<file path="src/rtl/tile_load_sequencer_if.sv">
// Address/data write streams from the host plus the registered memory write port
// driven by tile_load_sequencer.
interface tile_load_sequencer_if #(
  parameter int IO_DATA_WIDTH = 16
);
  logic [IO_DATA_WIDTH-1:0] a_input;
  logic                     a_valid;
  logic                     a_ready;
  logic [IO_DATA_WIDTH-1:0] b_input;
  logic                     b_valid;
  logic                     b_ready;
  logic [IO_DATA_WIDTH-1:0] mem_addr;
  logic [IO_DATA_WIDTH-1:0] mem_din;
  logic                     int_mem_we;
  logic                     overlap_cache_we;

  modport master (
    output a_input, a_valid, b_input, b_valid,
    input  a_ready, b_ready, mem_addr, mem_din, int_mem_we, overlap_cache_we
  );

  modport slave (
    input  a_input, a_valid, b_input, b_valid,
    output a_ready, b_ready, mem_addr, mem_din, int_mem_we, overlap_cache_we
  );
endinterface

</file>
<file path="src/rtl/tile_load_sequencer.sv">
// Sequences the host load of one conv tile: a main phase (input + kernel memory),
// an optional overlap-cache phase, then hands the tile to compute and waits for it.
module tile_load_sequencer #(
  parameter int IO_DATA_WIDTH = 16,
  parameter int INPUT_WORDS   = 16384,
  parameter int KERNEL_WORDS  = 512,
  parameter int OVERLAP_WORDS = 256,
  parameter int CNT_WIDTH     = 16
) (
  input  logic                 clk,
  input  logic                 arst_in,
  input  logic                 start,
  input  logic                 tile_has_overlap,
  tile_load_sequencer_if.slave bus,
  output logic                 data_ready,
  input  logic                 fsm_done,
  output logic                 busy,
  output logic [CNT_WIDTH-1:0] word_count,
  output logic [CNT_WIDTH-1:0] tile_count,
  output logic                 addr_err
);

  localparam logic [CNT_WIDTH-1:0] MAIN_TOTAL   = CNT_WIDTH'(INPUT_WORDS + KERNEL_WORDS);
  localparam logic [CNT_WIDTH-1:0] OVL_TOTAL    = CNT_WIDTH'(OVERLAP_WORDS);
  localparam logic [31:0]          INPUT_LIMIT  = INPUT_WORDS;
  localparam logic [31:0]          KERNEL_LIMIT = KERNEL_WORDS;

  typedef enum logic [2:0] {
    S_IDLE  = 3'd0,
    S_MAIN  = 3'd1,
    S_OVL   = 3'd2,
    S_DRAIN = 3'd3,
    S_READY = 3'd4
  } state_t;

  state_t                   r_state;
  state_t                   w_next;
  logic                     r_ovl_en;
  logic                     r_busy;
  logic                     r_data_ready;
  logic                     r_addr_err;
  logic                     r_int_we;
  logic                     r_ovl_we;
  logic [IO_DATA_WIDTH-1:0] r_mem_addr;
  logic [IO_DATA_WIDTH-1:0] r_mem_din;
  logic [CNT_WIDTH-1:0]     r_word_cnt;
  logic [CNT_WIDTH-1:0]     r_tile_cnt;
  logic [CNT_WIDTH-1:0]     w_word_inc;
  logic                     w_accepting;
  logic                     w_beat;
  logic                     w_addr_bad;
  logic                     w_clear_cnt;

  // Bit 15 picks the kernel memory; only the index bits that address each memory are range-checked.
  function automatic logic addr_out_of_range(input logic [IO_DATA_WIDTH-1:0] addr);
    logic bad;
    if (addr[15]) begin
      bad = (32'(addr[8:0]) >= KERNEL_LIMIT);
    end else begin
      bad = (32'(addr[13:0]) >= INPUT_LIMIT);
    end
    return bad;
  endfunction

  assign w_accepting = (r_state == S_MAIN) || (r_state == S_OVL);
  // Each ready depends only on the other stream's valid, so no ready/valid loop forms.
  assign bus.a_ready = w_accepting & bus.b_valid;
  assign bus.b_ready = w_accepting & bus.a_valid;
  assign w_beat      = w_accepting & bus.a_valid & bus.b_valid;
  assign w_word_inc  = r_word_cnt + CNT_WIDTH'(1);
  assign w_addr_bad  = addr_out_of_range(bus.a_input);
  assign w_clear_cnt = (w_next != r_state) && ((w_next == S_MAIN) || (w_next == S_OVL));

  // Next-state decode for the load sequence.
  always_comb begin
    w_next = r_state;
    case (r_state)
      S_IDLE: begin
        if (start) begin
          w_next = S_MAIN;
        end else begin
          w_next = S_IDLE;
        end
      end
      S_MAIN: begin
        if (w_beat && (w_word_inc == MAIN_TOTAL)) begin
          w_next = r_ovl_en ? S_OVL : S_DRAIN;
        end else begin
          w_next = S_MAIN;
        end
      end
      S_OVL: begin
        if (w_beat && (w_word_inc == OVL_TOTAL)) begin
          w_next = S_DRAIN;
        end else begin
          w_next = S_OVL;
        end
      end
      S_DRAIN: begin
        w_next = S_READY;
      end
      S_READY: begin
        if (fsm_done) begin
          w_next = S_IDLE;
        end else begin
          w_next = S_READY;
        end
      end
      default: begin
        w_next = S_IDLE;
      end
    endcase
  end

  // State register plus the status flags decoded from the upcoming state.
  always_ff @(posedge clk or posedge arst_in) begin
    if (arst_in) begin
      r_state      <= S_IDLE;
      r_busy       <= 1'b0;
      r_data_ready <= 1'b0;
    end else begin
      r_state      <= w_next;
      r_busy       <= (w_next != S_IDLE);
      r_data_ready <= (w_next == S_READY);
    end
  end

  // Overlap option is captured with start and held for the whole tile.
  always_ff @(posedge clk or posedge arst_in) begin
    if (arst_in) begin
      r_ovl_en <= 1'b0;
    end else if ((r_state == S_IDLE) && start) begin
      r_ovl_en <= tile_has_overlap;
    end else begin
      r_ovl_en <= r_ovl_en;
    end
  end

  // Per-phase beat counter; the final main beat's increment is overridden when OVL is entered.
  always_ff @(posedge clk or posedge arst_in) begin
    if (arst_in) begin
      r_word_cnt <= '0;
    end else if (w_clear_cnt) begin
      r_word_cnt <= '0;
    end else if (w_beat) begin
      r_word_cnt <= w_word_inc;
    end else begin
      r_word_cnt <= r_word_cnt;
    end
  end

  // Completed-tile counter, wraps naturally.
  always_ff @(posedge clk or posedge arst_in) begin
    if (arst_in) begin
      r_tile_cnt <= '0;
    end else if ((r_state == S_READY) && fsm_done) begin
      r_tile_cnt <= r_tile_cnt + CNT_WIDTH'(1);
    end else begin
      r_tile_cnt <= r_tile_cnt;
    end
  end

  // Registered memory write port: one-cycle strobe after each beat; bad main addresses write nothing.
  always_ff @(posedge clk or posedge arst_in) begin
    if (arst_in) begin
      r_int_we   <= 1'b0;
      r_ovl_we   <= 1'b0;
      r_mem_addr <= '0;
      r_mem_din  <= '0;
    end else begin
      r_int_we <= w_beat && (r_state == S_MAIN) && !w_addr_bad;
      r_ovl_we <= w_beat && (r_state == S_OVL);
      if (w_beat) begin
        r_mem_addr <= bus.a_input;
        r_mem_din  <= bus.b_input;
      end else begin
        r_mem_addr <= r_mem_addr;
        r_mem_din  <= r_mem_din;
      end
    end
  end

  // Sticky out-of-range flag, cleared only by reset.
  always_ff @(posedge clk or posedge arst_in) begin
    if (arst_in) begin
      r_addr_err <= 1'b0;
    end else if (w_beat && (r_state == S_MAIN) && w_addr_bad) begin
      r_addr_err <= 1'b1;
    end else begin
      r_addr_err <= r_addr_err;
    end
  end

  assign bus.mem_addr         = r_mem_addr;
  assign bus.mem_din          = r_mem_din;
  assign bus.int_mem_we       = r_int_we;
  assign bus.overlap_cache_we = r_ovl_we;
  assign data_ready           = r_data_ready;
  assign busy                 = r_busy;
  assign word_count           = r_word_cnt;
  assign tile_count           = r_tile_cnt;
  assign addr_err             = r_addr_err;

endmodule

</file>
<file path="src/flat_wrapper.sv">
// flat-port wrapper written by rule: the top's interface ports become plain ports
module tile_load_sequencer_flat 
#(
  parameter int IO_DATA_WIDTH = 16,
  parameter int INPUT_WORDS   = 16384,
  parameter int KERNEL_WORDS  = 512,
  parameter int OVERLAP_WORDS = 256,
  parameter int CNT_WIDTH     = 16
)
  (clk, arst_in, start, tile_has_overlap, data_ready, fsm_done, busy, word_count, tile_count, addr_err, bus_a_input, bus_a_valid, bus_b_input, bus_b_valid, bus_a_ready, bus_b_ready, bus_mem_addr, bus_mem_din, bus_int_mem_we, bus_overlap_cache_we);
  tile_load_sequencer_if #(.IO_DATA_WIDTH(IO_DATA_WIDTH)) bus_i ();
  input  logic clk;
  input  logic arst_in;
  input  logic start;
  input  logic tile_has_overlap;
  output logic data_ready;
  input  logic fsm_done;
  output logic busy;
  output logic [CNT_WIDTH-1:0] word_count;
  output logic [CNT_WIDTH-1:0] tile_count;
  output logic addr_err;
  input wire logic [$bits(bus_i.a_input)-1:0] bus_a_input;
  input wire logic [$bits(bus_i.a_valid)-1:0] bus_a_valid;
  input wire logic [$bits(bus_i.b_input)-1:0] bus_b_input;
  input wire logic [$bits(bus_i.b_valid)-1:0] bus_b_valid;
  output wire logic [$bits(bus_i.a_ready)-1:0] bus_a_ready;
  output wire logic [$bits(bus_i.b_ready)-1:0] bus_b_ready;
  output wire logic [$bits(bus_i.mem_addr)-1:0] bus_mem_addr;
  output wire logic [$bits(bus_i.mem_din)-1:0] bus_mem_din;
  output wire logic [$bits(bus_i.int_mem_we)-1:0] bus_int_mem_we;
  output wire logic [$bits(bus_i.overlap_cache_we)-1:0] bus_overlap_cache_we;
  assign bus_i.a_input = bus_a_input;
  assign bus_i.a_valid = bus_a_valid;
  assign bus_i.b_input = bus_b_input;
  assign bus_i.b_valid = bus_b_valid;
  assign bus_a_ready = bus_i.a_ready;
  assign bus_b_ready = bus_i.b_ready;
  assign bus_mem_addr = bus_i.mem_addr;
  assign bus_mem_din = bus_i.mem_din;
  assign bus_int_mem_we = bus_i.int_mem_we;
  assign bus_overlap_cache_we = bus_i.overlap_cache_we;
  tile_load_sequencer #(.IO_DATA_WIDTH(IO_DATA_WIDTH), .INPUT_WORDS(INPUT_WORDS), .KERNEL_WORDS(KERNEL_WORDS), .OVERLAP_WORDS(OVERLAP_WORDS), .CNT_WIDTH(CNT_WIDTH)) u_core (.clk(clk), .arst_in(arst_in), .start(start), .tile_has_overlap(tile_has_overlap), .bus(bus_i), .data_ready(data_ready), .fsm_done(fsm_done), .busy(busy), .word_count(word_count), .tile_count(tile_count), .addr_err(addr_err));
endmodule
</file>
<file path="config.mk">
export PLATFORM = sky130hd
export DESIGN_NAME = tile_load_sequencer_flat
export DESIGN_NICKNAME = d
export VERILOG_FILES = /design/src/rtl/tile_load_sequencer_if.sv /design/src/rtl/tile_load_sequencer.sv /design/src/flat_wrapper.sv
export SDC_FILE = /design/constraint.sdc
export NUM_CORES = 1
export LEC_CHECK = 0
export CAP_MARGIN = 40
export CORE_AREA = 2 2 110 112
export CTS_CLUSTER_SIZE = 14
export DETAILED_ROUTE_END_ITERATION = 16
export DIE_AREA = 0 0 112 114
export GPL_TIMING_DRIVEN = 0
export SLEW_MARGIN = 10
export SYNTH_ARGS = -nofsm -noshare
export SYNTH_HDL_FRONTEND = slang
export SYNTH_SLANG_ARGS = --single-unit
export TNS_END_PERCENT = 50
</file>
<file path="constraint.sdc">
create_clock -name clk -period 2.4 [get_ports clk]
set_clock_uncertainty 0.05 [all_clocks]
set_input_delay 0.36 -clock clk [delete_from_list [all_inputs] [get_ports clk]]
set_output_delay 0.36 -clock clk [all_outputs]
set_load 0.005 [all_outputs]
</file>
-- Word level (Yosys, flattened, before mapping)
Cells that the tools add are included.
- register bits after elaboration: 72
- latch bits: 0
- bits in writable memories: 0
- memory bits (read-only): 0
- bits of input ports: 39
- memories kept: 0
- $add $sub $neg: 2
- multipliers: 0
- div/mod/pow operators: 0
- order comparisons: 0
- equality and inequality tests: 10
- shift operators: 0
- muxes and demuxes: 8
- bitwise logic cells: 3
- reduce and logical (&&, ||, !) cells: 12
- operators with widths (cell ; count):
    $add A16 B1 Y16 const B ; 2
    $mux W16 ; 2
    $eq A16 B15 Y1 const B ; 1
    $eq A16 B9 Y1 const B ; 1
    $pmux W3 S5 ; 1
    $eq A3 B2 Y1 const B ; 3
    $logic_and A1 B1 Y1 ; 7
    $eq A3 B1 Y1 const B ; 2
    $eq A3 B3 Y1 const B ; 2
    $mux W3 ; 2
    $and A1 B1 Y1 ; 3
    $logic_not A3 Y1 ; 1
    $mux W1 ; 3
    $ne A3 B3 Y1 ; 1
    $reduce_bool A3 Y1 ; 1
    $logic_or A1 B1 Y1 ; 2
    $reduce_bool A2 Y1 ; 1

-- Longest topological paths before layout
Gate-level depths: netlist (run 1).
- word-level depth: 11
- depth in mapped cells: 7
- gate-level depth less buffers: 7

-- Worst setup path after synthesis (run 1)
Ideal clock, no wire load.
- kind: register -> register
- from: reg u_core.r_word_cnt[0], in the netlist u_core.word_count[0]
- to: reg u_core.r_state[1]
- library setup time: 78 ps
- data arrival time: 2144 ps
- required time: 2272 ps
- setup slack: 128 ps
- stages on the path, launching flop included: 8
- path buffers: 0
- clock period less this slack: 2272 ps
- cell sequence: dfrtp_1 ha_1 nand2_1 or4b_4 a2111oi_4 nand4_2 or3_1 a21oi_1
- longest elaborated chain between the ends: 5
- RTL lines (item ; line ; text):
    from (decl) ; tile_load_sequencer.sv:46 ; logic [CNT_WIDTH-1:0] r_word_cnt;
    from (signal assigned) ; tile_load_sequencer.sv:146 ; r_word_cnt <= w_word_inc;
    from (signal assigned) ; tile_load_sequencer.sv:148 ; r_word_cnt <= r_word_cnt;
    $add A16 B1 Y16 ; tile_load_sequencer.sv:70 ; assign w_word_inc = r_word_cnt + CNT_WIDTH'(1);
    $eq A16 B15 Y1 ; tile_load_sequencer.sv:86 ; if (w_beat && (w_word_inc == MAIN_TOTAL)) begin
    $logic_and A1 B1 Y1 ; tile_load_sequencer.sv:86 ;
    $mux W3 ; tile_load_sequencer.sv:86 ;
    $pmux W3 S5 ; tile_load_sequencer.sv:77 ; case (r_state)
    via u_core.w_next[1] ; tile_load_sequencer.sv:37 ; state_t w_next;
    to (signal assigned) ; tile_load_sequencer.sv:122 ; r_state <= w_next;
    to (decl) ; tile_load_sequencer.sv:36 ; state_t r_state;
The timed path passes the listed nets, and every way through them passes these cells.
A chain may end at the register's enable or synchronous reset.

-- Worst setup path in the final report (run 1)
- from: reg u_core.r_word_cnt[2], in the netlist u_core.word_count[2]
- to: reg u_core.r_state[1]
The elaborated chain is that of the path after synthesis.

==> results.sh, run 1 <==
export IMPL_status="finished clean"
export IMPL_syn2layout_area_growth_pct=47.58
export IMPL_critical_path_arrival_ns=2.51
export IMPL_viasPerCell=4.595
export IMPL_r2r_cells=6
export IMPL_synth_top_family_by_area="simple AND/OR/NAND/NOR gates"
export IMPL_finalCritPeriodShare_pct=96.02
export IMPL_die_area_mm2=0.01277
export IMPL_synth_mux_area_share_pct=0.6649
export IMPL_r2r_setup_slack_ns=0.1
export IMPL_overflow=0
export IMPL_ys_warn_count=0
export IMPL_start_util_pct=28.92
export IMPL_swShare_pct=26.56
export IMPL_syn_area_per_cell_um2=9.279
export IMPL_grt_max_degree=49
export IMPL_drc=0
export IMPL_syn_inst=365
export IMPL_p_sw_w=0.0008942
export IMPL_num_antenna_cells=0
export IMPL_peakVddDrop_mv=0.4307
export IMPL_maxCapViolCount=0
export IMPL_timing_hold_ws_ns=0.3108
export IMPL_dp_cells=621
export IMPL_rows=40
export IMPL_cts_sinks=72
export IMPL_leakage_nw=2.177
export IMPL_track_usage_pct=13.98
export IMPL_antenna_found_initial=0
export IMPL_numCtsBuffers=9
export IMPL_intPower_w=0.002473
export IMPL_synthDistinctLibCells=44
export IMPL_pin_count=110
export IMPL_combPwrFrac_pct=19.1
export IMPL_rsz0062_at_grt="true"
export IMPL_h_tree_depth=3
export IMPL_finalMaxSlewViolations=0
export IMPL_coreArea_mm2=0.01171
export IMPL_slew_headroom_pct=64.89
export IMPL_cts_clk_slew_worst_paths_ns=0.06
export IMPL_pwr_share_seq_pct=43.8
export IMPL_yosysSeqAreaShare_pct=53.20
export IMPL_cts_tree="yes"
export IMPL_synthSimpleGateAreaFrac_pct=27.04
export IMPL_synth_compound_area_share_pct=5.320
export IMPL_worst_path_largest_cell_delay_ns=0.47
export IMPL_die_h_um=114
export IMPL_crit_fanout=10
export IMPL_wl_per_cell_um=13.34
export IMPL_final_util_pct=42.68
export IMPL_worst_slack_ns=0.09544
export IMPL_pre_cts_ws_ns=-0.3713
export IMPL_cp_num_buf_inv=0
export IMPL_synth_nets=407
export IMPL_tightest_slew_ns=0.5266
export IMPL_die_w_um=112
export IMPL_drt_pass1_iterations=6
export IMPL_endpoint_kind="flip-flop"
export IMPL_final_net_count=525
export IMPL_crit_path_top_delay_cell="dfrtp_2"
export IMPL_fmax_mhz=433.9
export IMPL_finalHoldViolCount=0
export IMPL_hpwl_um=6105
export IMPL_crit_chain="and4_1 -> a211o_1 -> a2111oi_4 -> nand4_2 -> or3_1 -> a21oi_1"
export IMPL_drt_wl_total_um=8460
export IMPL_setup_violations=0
export IMPL_synth_xor_area_share_pct=9.568
export IMPL_drtAntennaViolNets=0
export IMPL_insertion_delay_ns=0.33
export IMPL_grt_pass1_wl_um=14500
export IMPL_clk_root_buffer_cell="clkbuf_16"
export IMPL_drt_iter0_drc=134
export IMPL_startpoint_type="flip-flop"
export IMPL_yosys_area_share_adder_pct=1.108
export IMPL_synth_seq_cells=72
export IMPL_power_density_mw_per_mm2=673.6
export IMPL_clkPwrFrac_pct=37.1
export IMPL_grt_pass1_vias=2959
export IMPL_r2r_end="u_core.r_state[1]"
export IMPL_path_delay_family="simple AND/OR/NAND/NOR gates"
export IMPL_hold_class="input pin to asynchronous set/reset pin"
export IMPL_critical_path_class="flip-flop to flip-flop"
export IMPL_gp_congestion=0.8290
export IMPL_fin_cells=634
export IMPL_r2r_start="u_core.word_count[2]"
export IMPL_via_count=2913
export IMPL_drive_gt1_share_pct=7.803
export IMPL_clockBufferDepth=2
export IMPL_io_buffers=108
export IMPL_netlist_area_mm2=0.003387
export IMPL_post_route_min_period_ns=2.305
export IMPL_worstPathRequired_ns=2.61
export IMPL_postCtsHoldBufs=0
## state kept, by name, indices dropped and copies added, names as in the netlist
register	count
u_core.r_ovl_en	1
u_core.busy	1
u_core.word_count	16
u_core.bus.mem_din	16
u_core.tile_count	16
u_core.bus.int_mem_we	1
u_core.r_state	3
u_core.data_ready	1
u_core.bus.mem_addr	16
u_core.bus.overlap_cache_we	1
## routing by layer
layer | vias to the layer above | part of all wire [%] | wire length (um) | GRT usage [%]
met1 | 1395 | 44 | 3686 | 17.36
met2 | 71 | 49 | 4185 | 23.07
met5 | - | 0 | 0 | 0
li1 | 1440 | - | - | -
met4 | 0 | 1.2 | 102 | 4.553
met3 | 7 | 5.7 | 485 | 4.729
## timing repair
action / in CTS / in global routing
setup endpoints to repair: 5 / 8
resized for setup: 5 / 5
setup buffers: 1 / 3
endpoints found under the hold margin: 0 / 0
pin swaps: 3 / 2
## area by class of cell
| class | instances | area, um^2 |
|---|---|---|
| Fill cell | 1211 | 6713 |
| Sequential cell | 72 | 1807 |
| Multi-Input combinational cell | 269 | 1510 |
| Timing Repair Buffer | 113 | 1139 |
| Clock buffer | 12 | 256.5 |
| Tap cell | 147 | 183.9 |
| Buffer | 15 | 71.32 |
| Clock inverter | 3 | 17.52 |
| Inverter | 3 | 13.76 |
## cell families (layout without fill, tap and decap cells)
| family | after synthesis | count (layout) |
|---|---|---|
| AND/OR/NAND/NOR | 204 | 204 |
| flip-flops | 72 | 72 |
| XOR/XNOR | 37 | 37 |
| buffers and inverters | 24 | 146 |
| AO/OA/AOI/OAI | 22 | 22 |
| adder cells (fa/ha/maj) | 3 | 3 |
| multiplexers | 2 | 2 |
| other | 1 | 1 |
## stage by stage
| step | TNS (ns) | power [W] | instance area [um^2] |
|---|---|---|---|
| floorplan | 0 | 0.001729 | 3387 |
| global route | -0.06086 | 0.003561 | 4999 |
| global placement | -85.93 | 0.002093 | 4652 |
| CTS | 0 | 0.003385 | 4977 |
| detailed placement | -2.053 | 0.002113 | 4682 |
| finish | 0 | 0.003367 | 4999 |
## worst max path at each step
stage,slack (ns),depth (start not counted),from,endpoint
6_report,0.1,6,u_core.word_count[2],u_core.r_state[1]
5_1_grt,-0.03,7,u_core.word_count[0],u_core.r_state[0]
4_1_cts,0.02,7,u_core.word_count[4],u_core.r_state[1]
3_5_place_dp,-0.37,7,bus_b_valid,u_core.word_count[14]
3_3_place_gp,-1.17,2,arst_in,u_core.word_count[2]
2_1_floorplan,0.13,7,u_core.word_count[0],u_core.r_state[1]
## Yosys cell counts (all sizes together)
master   instances  area share, %
a2111oi          1           0.81
nand2          116             13
or3              2           0.37
and4bb           1           0.37
nor2            29            3.2
a21oi            4           0.59
a41oi            1           0.26
o22ai            1           0.18
and4b            1           0.30
nand4           11            2.2
and2             3           0.55
dfrtp           72             53
o21ai            4           0.59
mux2             2           0.66
or4b             1           0.41
o31ai            3           0.96
xnor2           25            6.5
o21a             1           0.22
buf              5           0.89
nand2b           2           0.37
clkbuf          16            1.8
and3             4           0.74
a211o            1           0.26
a21o             1           0.22
o32ai            1           0.26
conb             1           0.11
nor4             3           0.55
a311oi           1           0.26
o211ai           1           0.22
and4             2           0.52
a21bo            1           0.30
nor3            12            1.8
a31oi            1           0.18
ha               3            1.1
nor2b            1           0.18
nand4b           1           0.26
nand3           13            1.9
inv              3           0.33
nand3b           2           0.44
xor2            12            3.1
## power by group through the flow
stage	logic, W	clock network, W	registers, W
finish	0.000642	0.00125	0.00148
global placement	0.000654	0	0.00144
global route	0.000713	0.00134	0.00150
floorplan	0.000289	0	0.00144
detailed placement	0.000668	0	0.00144
CTS	0.000635	0.00129	0.00146
## placed cells by master (no fill, tap or decap), drive strengths merged, types with 2 or more instances in the layout
master	count
clkinv	2
and3	4
xor2	12
nand3b	2
o21ai	4
ha	3
xnor2	25
nand3	13
clkbuf	22
nor4	3
inv	3
nand2b	2
clkdlybuf4s50	108
dfrtp	72
o31ai	3
and4	2
buf	10
nor3	12
or3	2
a21oi	4
mux2	2
nand4	11
and2	3
nand2	116
nor2	29
## worst reg2reg max path: stages, from the launching register on
cell       delay, ns
dfrtp_2         0.47
and4_1          0.26
a211o_1         0.34
a2111oi_4       0.36
nand4_2         0.21
or3_1           0.40
a21oi_1         0.14
(Power assumes the default switching activity.)
==> run 2, diff against run 1 <==
--- a/config.mk
+++ b/config.mk
@@ -5,12 +5,11 @@
 export SDC_FILE = /design/constraint.sdc
 export NUM_CORES = 1
 export LEC_CHECK = 0
-export CAP_MARGIN = 40
+export CAP_MARGIN = 15
 export CORE_AREA = 2 2 110 112
 export CTS_CLUSTER_SIZE = 14
 export DETAILED_ROUTE_END_ITERATION = 16
 export DIE_AREA = 0 0 112 114
-export GPL_TIMING_DRIVEN = 0
 export SLEW_MARGIN = 10
 export SYNTH_ARGS = -nofsm -noshare
 export SYNTH_HDL_FRONTEND = slang
==> results.sh, run 2 (synthesis results as in run 1) <==
export IMPL_worstPathRequired_ns=2.61
export IMPL_hpwl_um=6030
export IMPL_rows=40
export IMPL_coreArea_mm2=0.01171
export IMPL_nFillCells=1160
export IMPL_drt_iter0_drc=90
export IMPL_tns_ns=0
export IMPL_cts_clk_slew_worst_paths_ns=0.05
export IMPL_dp_cells=617
export IMPL_start_util_pct=28.92
export IMPL_overflow=0
export IMPL_crit_chain="ha_1 -> nand2_1 -> or4b_4 -> a2111oi_4 -> nand4_2 -> or3_1 -> a21oi_2"
export IMPL_num_antenna_cells=0
export IMPL_post_route_min_period_ns=2.320
export IMPL_pre_cts_ws_ns=-0.2872
export IMPL_finalMaxSlewViolations=0
export IMPL_fmax_mhz=431.0
export IMPL_drtAntennaViolNets=0
export IMPL_worst_slack_ns=0.07967
export IMPL_drt_pass1_iterations=4
export IMPL_crit_path_top_delay_cell="or4b_4"
export IMPL_die_w_um=112
export IMPL_clk_root_buffer_cell="clkbuf_16"
export IMPL_path_delay_family="simple AND/OR/NAND/NOR gates"
export IMPL_final_util_pct=42.70
export IMPL_endpoint_kind="flip-flop"
export IMPL_worst_path_largest_cell_delay_ns=0.49
export IMPL_grt_max_degree=73
export IMPL_wl_per_cell_um=13.50
export IMPL_rsz0062_at_grt="true"
export IMPL_crit_fanout=5
export IMPL_pwr_share_seq_pct=42.5
export IMPL_finalCritPeriodShare_pct=96.68
export IMPL_insertion_delay_ns=0.33
export IMPL_h_tree_depth=3
export IMPL_tightest_slew_ns=0.5304
export IMPL_finalHoldViolCount=0
export IMPL_io_buffers=108
export IMPL_startpoint_type="flip-flop"
export IMPL_top_layer_used="met4"
export IMPL_slew_headroom_pct=64.64
export IMPL_clkPwrFrac_pct=35.4
export IMPL_critical_path_arrival_ns=2.53
export IMPL_status="finished clean"
export IMPL_intPower_w=0.002475
export IMPL_track_usage_pct=13.93
export IMPL_layout_common_cells="nand2_1, clkdlybuf4s50_1, dfrtp_1"
export IMPL_power_density_mw_per_mm2=671.5
export IMPL_antenna_found_initial=0
export IMPL_drt_met1_wl_um=3515
export IMPL_peakVddDrop_mv=0.4920
export IMPL_drive_gt1_share_pct=9.072
export IMPL_via_count=2924
export IMPL_fin_cells=632
export IMPL_met2_length_um=4313
export IMPL_cp_num_buf_inv=0
export IMPL_drc=0
export IMPL_hold_class="input pin to asynchronous set/reset pin"
export IMPL_gp_congestion=0.8053
export IMPL_clockBufferDepth=2
export IMPL_critical_path_class="flip-flop to flip-flop"
export IMPL_final_net_count=524
export IMPL_grt_pass1_vias=2959
export IMPL_swShare_pct=26.31
export IMPL_cts_sinks=72
export IMPL_postCtsHoldBufs=0
export IMPL_layout_commonest_cell="nand2_1"
export IMPL_setup_violations=0
export IMPL_pin_count=110
export IMPL_die_area_mm2=0.01277
export IMPL_drt_wl_total_um=8534
export IMPL_grt_pass1_wl_um=14290
export IMPL_syn2layout_area_growth_pct=47.65
export IMPL_die_h_um=114
export IMPL_viasPerCell=4.627
export IMPL_numCtsBuffers=9
export IMPL_maxCapViolCount=0
export IMPL_combPwrFrac_pct=22.1
export IMPL_leakage_nw=2.205
export IMPL_dr_wl_met3_um=570
export IMPL_p_sw_w=0.0008836
export IMPL_cts_tree="yes"
export IMPL_timing_hold_ws_ns=0.3689
-- run 2: changes by cell type in the layout (fill, tap and decap cells not counted), sizes merged --
cell and change:
clkinv -1, clkbuf -9, buf +9, clkinvlp -1
-- run 2: repair_timing --
action                     CTS  global route
setup buffers                0             1
pin swaps                    0             2
setup endpoints to repair    3             6
gates resized for setup      0             7
-- run 2: per-stage QoR --
step / power, W / instance area [um^2]
5_1_grt: 0.003552 / 5001
6_report: 0.003358 / 5001
4_1_cts: 0.003386 / 4965
3_3_place_gp: 0.002152 / 4710
3_5_place_dp: 0.002165 / 4710
2_1_floorplan: 0.001729 / 3387
-- run 2: worst reg2reg max path, cell delays in order, from the launching register on --
cell and delay [ns]:
dfrtp_2 0.41, ha_1 0.17, nand2_1 0.05, or4b_4 0.49, a2111oi_4 0.33, nand4_2 0.21, or3_1 0.40, a21oi_2 0.14
-- run 2: area by class of cell --
cell class | instances | area [um^2] | share of cell area (%)
clock buffers | 13 | 250.2 | 5.004
clock inverters | 1 | 5.005 | 0.1001
inverters | 3 | 11.26 | 0.2252
multi-input cells | 269 | 1510 | 30.20
flip-flops and latches | 72 | 1804 | 36.08
well taps | 147 | 183.9 | 3.678
repair buffers | 127 | 1236 | 24.72
-- run 2: power groups by stage --
stage               Clock [W]  Sequential [W]  Combinational [W]
floorplan                   0         0.00144           0.000289
global placement            0         0.00144           0.000713
detailed placement          0         0.00144           0.000723
CTS                   0.00123         0.00143           0.000730
global route          0.00129         0.00145           0.000815
finish                0.00119         0.00143           0.000743
-- run 2: final timing paths --
| path | from | end | slack [ns] | cells after the start |
|---|---|---|---|---|
| min in group clk | u_core.tile_count[15] | u_core.tile_count[15] | 0.42 | 1 |
| max in group asynchronous | arst_in | u_core.word_count[0] | 1.59 | 3 |
| setup / recovery | u_core.word_count[0] | u_core.r_state[1] | 0.08 | 7 |
| hold / removal | arst_in | u_core.tile_count[3] | 0.37 | 3 |
| setup reg to reg | u_core.word_count[0] | u_core.r_state[1] | 0.08 | 7 |
| hold reg to reg | u_core.tile_count[15] | u_core.tile_count[15] | 0.42 | 1 |
-- run 2: routing by layer --
layer / up-vias / track usage (%)
met3: 12 / 5.473
met1: 1397 / 16.44
li1: 1433 / -
met5: - / 0
met4: 0 / 4.146
met2: 82 / 23.64
==> run 3, diff against run 2 <==
--- a/config.mk
+++ b/config.mk
@@ -10,7 +10,7 @@
 export CTS_CLUSTER_SIZE = 14
 export DETAILED_ROUTE_END_ITERATION = 16
 export DIE_AREA = 0 0 112 114
-export SLEW_MARGIN = 10
+export SLEW_MARGIN = 30
 export SYNTH_ARGS = -nofsm -noshare
 export SYNTH_HDL_FRONTEND = slang
 export SYNTH_SLANG_ARGS = --single-unit
==> constraint.sdc (replaced) <==
create_clock -name clk -period 2.4 [get_ports clk]
set_clock_uncertainty 0.05 [all_clocks]
set_input_delay 0.6 -clock clk [delete_from_list [all_inputs] [get_ports clk]]
set_output_delay 0.6 -clock clk [all_outputs]
set_load 0.005 [all_outputs]
==> results.sh, run 3 (synthesis results as in run 1) <==
export IMPL_min_to="u_core.bus.mem_din[11]"
export IMPL_multiInputGateArea_mm2=0.001500
export IMPL_coreArea_mm2=0.01171
export IMPL_wl_per_cell_um=13.35
export IMPL_crit_chain="ha_2 -> nand2_1 -> or4b_4 -> a2111oi_4 -> nand4_2 -> or3_1 -> a21oi_1"
export IMPL_worstHoldStart="u_core.bus.mem_din[11]"
export IMPL_grt_max_degree=49
export IMPL_dp_cells=621
export IMPL_rsz0062_at_grt="true"
export IMPL_final_net_count=528
export IMPL_r2r_end="u_core.r_state[1]"
export IMPL_viasPerCell=4.549
export IMPL_hpwl_um=6110
export IMPL_post_route_min_period_ns=2.323
export IMPL_worst_path_largest_cell_delay_ns=0.49
export IMPL_drt_pass1_iterations=4
export IMPL_drtAntennaViolNets=0
export IMPL_fmax_mhz=430.4
export IMPL_finalMaxSlewViolations=0
export IMPL_startpoint_type="flip-flop"
export IMPL_antenna_found_initial=0
export IMPL_numCtsBuffers=9
export IMPL_clockBufferDepth=2
export IMPL_r2r_cells=7
export IMPL_crit_fanout=6
export IMPL_setup_violations=0
export IMPL_cts_clk_slew_worst_paths_ns=0.06
export IMPL_start_util_pct=28.92
export IMPL_via_count=2902
export IMPL_pin_count=110
export IMPL_critical_path_class="flip-flop to flip-flop"
export IMPL_track_usage_pct=14.19
export IMPL_leakage_nw=2.265
export IMPL_clk_root_buffer_cell="clkbuf_16"
export IMPL_rows=40
export IMPL_die_area_mm2=0.01277
export IMPL_peakVddDrop_mv=0.3803
export IMPL_worstPathRequired_ns=2.61
export IMPL_insertion_delay_ns=0.33
export IMPL_cts_tree="yes"
export IMPL_drive_gt1_share_pct=10.39
export IMPL_layout_commonest_cell="nand2_1"
export IMPL_r2r_start="u_core.word_count[1]"
export IMPL_seq_area_mm2=0.001804
export IMPL_die_h_um=114
export IMPL_io_buffers=108
export IMPL_finalCritPeriodShare_pct=96.80
export IMPL_drc=0
export IMPL_maxCapViolCount=0
export IMPL_drt_wl_total_um=8515
export IMPL_fin_cells=638
export IMPL_crit_path_top_delay_cell="or4b_4"
export IMPL_grt_pass1_wl_um=14500
export IMPL_layout_common_cells="nand2_1, clkdlybuf4s50_1, dfrtp_1"
export IMPL_power_density_mw_per_mm2=699.9
export IMPL_status="finished clean"
export IMPL_gp_congestion=0.8201
export IMPL_postCtsHoldBufs=0
export IMPL_endpoint_kind="flip-flop"
export IMPL_drt_iter0_drc=113
export IMPL_num_antenna_cells=0
export IMPL_finalHoldViolCount=0
export IMPL_final_util_pct=43.49
export IMPL_cts_sinks=72
export IMPL_tns_ns=0
export IMPL_syn2layout_area_growth_pct=50.39
export IMPL_critical_path_arrival_ns=2.53
export IMPL_final_cell_area_mm2=0.005094
export IMPL_nFillCells=1161
export IMPL_power_w=0.003565
export IMPL_hold_class="flip-flop to flip-flop"
export IMPL_placed_cell_area_mm2=0.004743
export IMPL_h_tree_depth=3
export IMPL_r2r_setup_slack_ns=0.08
export IMPL_die_w_um=112
export IMPL_overflow=0
export IMPL_grt_pass1_vias=2956
export IMPL_hold_path_depth=2
[run 3: cell types whose count changed in the layout (fill, tap and decap cells not counted), moves of 2 or more]
| cell | before | now |
|---|---|---|
| buf_4 | 18 | 21 |
| clkbuf_8 | 1 | 4 |
| clkbuf_1 | 3 | 1 |
| clkdlybuf4s50_1 | 108 | 106 |
[run 3: through the flow]
step / hold WS, ns / setup slack [ns]
global placement: 0.4073 / -0.4450
CTS: 0.4250 / 0.003680
global route: 0.4432 / -0.02261
floorplan: 0.4078 / 0.1278
finish: 0.4199 / 0.07679
detailed placement: 0.4109 / -0.5155
[run 3: worst max-delay path by stage]
stage / startpoint / cells past startpoint / end
2_1_floorplan: u_core.word_count[0] / 7 / u_core.r_state[1]
3_3_place_gp: bus_b_valid / 7 / u_core.word_count[14]
3_5_place_dp: bus_b_valid / 7 / u_core.word_count[14]
4_1_cts: bus_a_valid / 3 / bus_b_ready
5_1_grt: u_core.word_count[1] / 7 / u_core.r_state[1]
6_report: u_core.word_count[1] / 7 / u_core.r_state[1]
[run 3: layout make-up]
class	instances	share of cell area, %
sequential	72	35.42
multi-input combinational	269	29.45
timing repair buffer	131	24.96
clock buffer	14	5.576
tap	147	3.611
clock inverter	2	0.6878
inverter	3	0.2948
[run 3: power by group]
| group | switching (W) | leakage (nW) | internal (W) | total [W] |
|---|---|---|---|---|
| registers | 0.0000983 | 0.928 | 0.00133 | 0.00143 |
| logic | 0.000310 | 1.18 | 0.000411 | 0.000721 |
| clock network | 0.000498 | 0.159 | 0.000917 | 0.00141 |
| total | 0.000906 | 2.26 | 0.00266 | 0.00357 |
[run 3: layer usage]
| metal | part of all wire (%) | routed length, um | global-route usage, % |
|---|---|---|---|
| met5 | 0 | 0 | 0 |
| met4 | 0.95 | 81 | 3.577 |
| met3 | 6.2 | 530 | 6.323 |
| met2 | 50 | 4230 | 23.92 |
| met1 | 43 | 3673 | 16.68 |
[run 3: worst max-delay path, delay by kind of cell (launching register included)]
family	cells	cell delay, ns
fa+ha+maj	1	0.19
flops	1	0.42
simple gates	4	1.14
compound gates	2	0.46
[run 3: timing repair]
action / in CTS / in global routing
setup endpoints to repair: 8 / 8
buffers inserted: 0 / 1
pin swaps: 2 / 4
resized for setup: 3 / 6
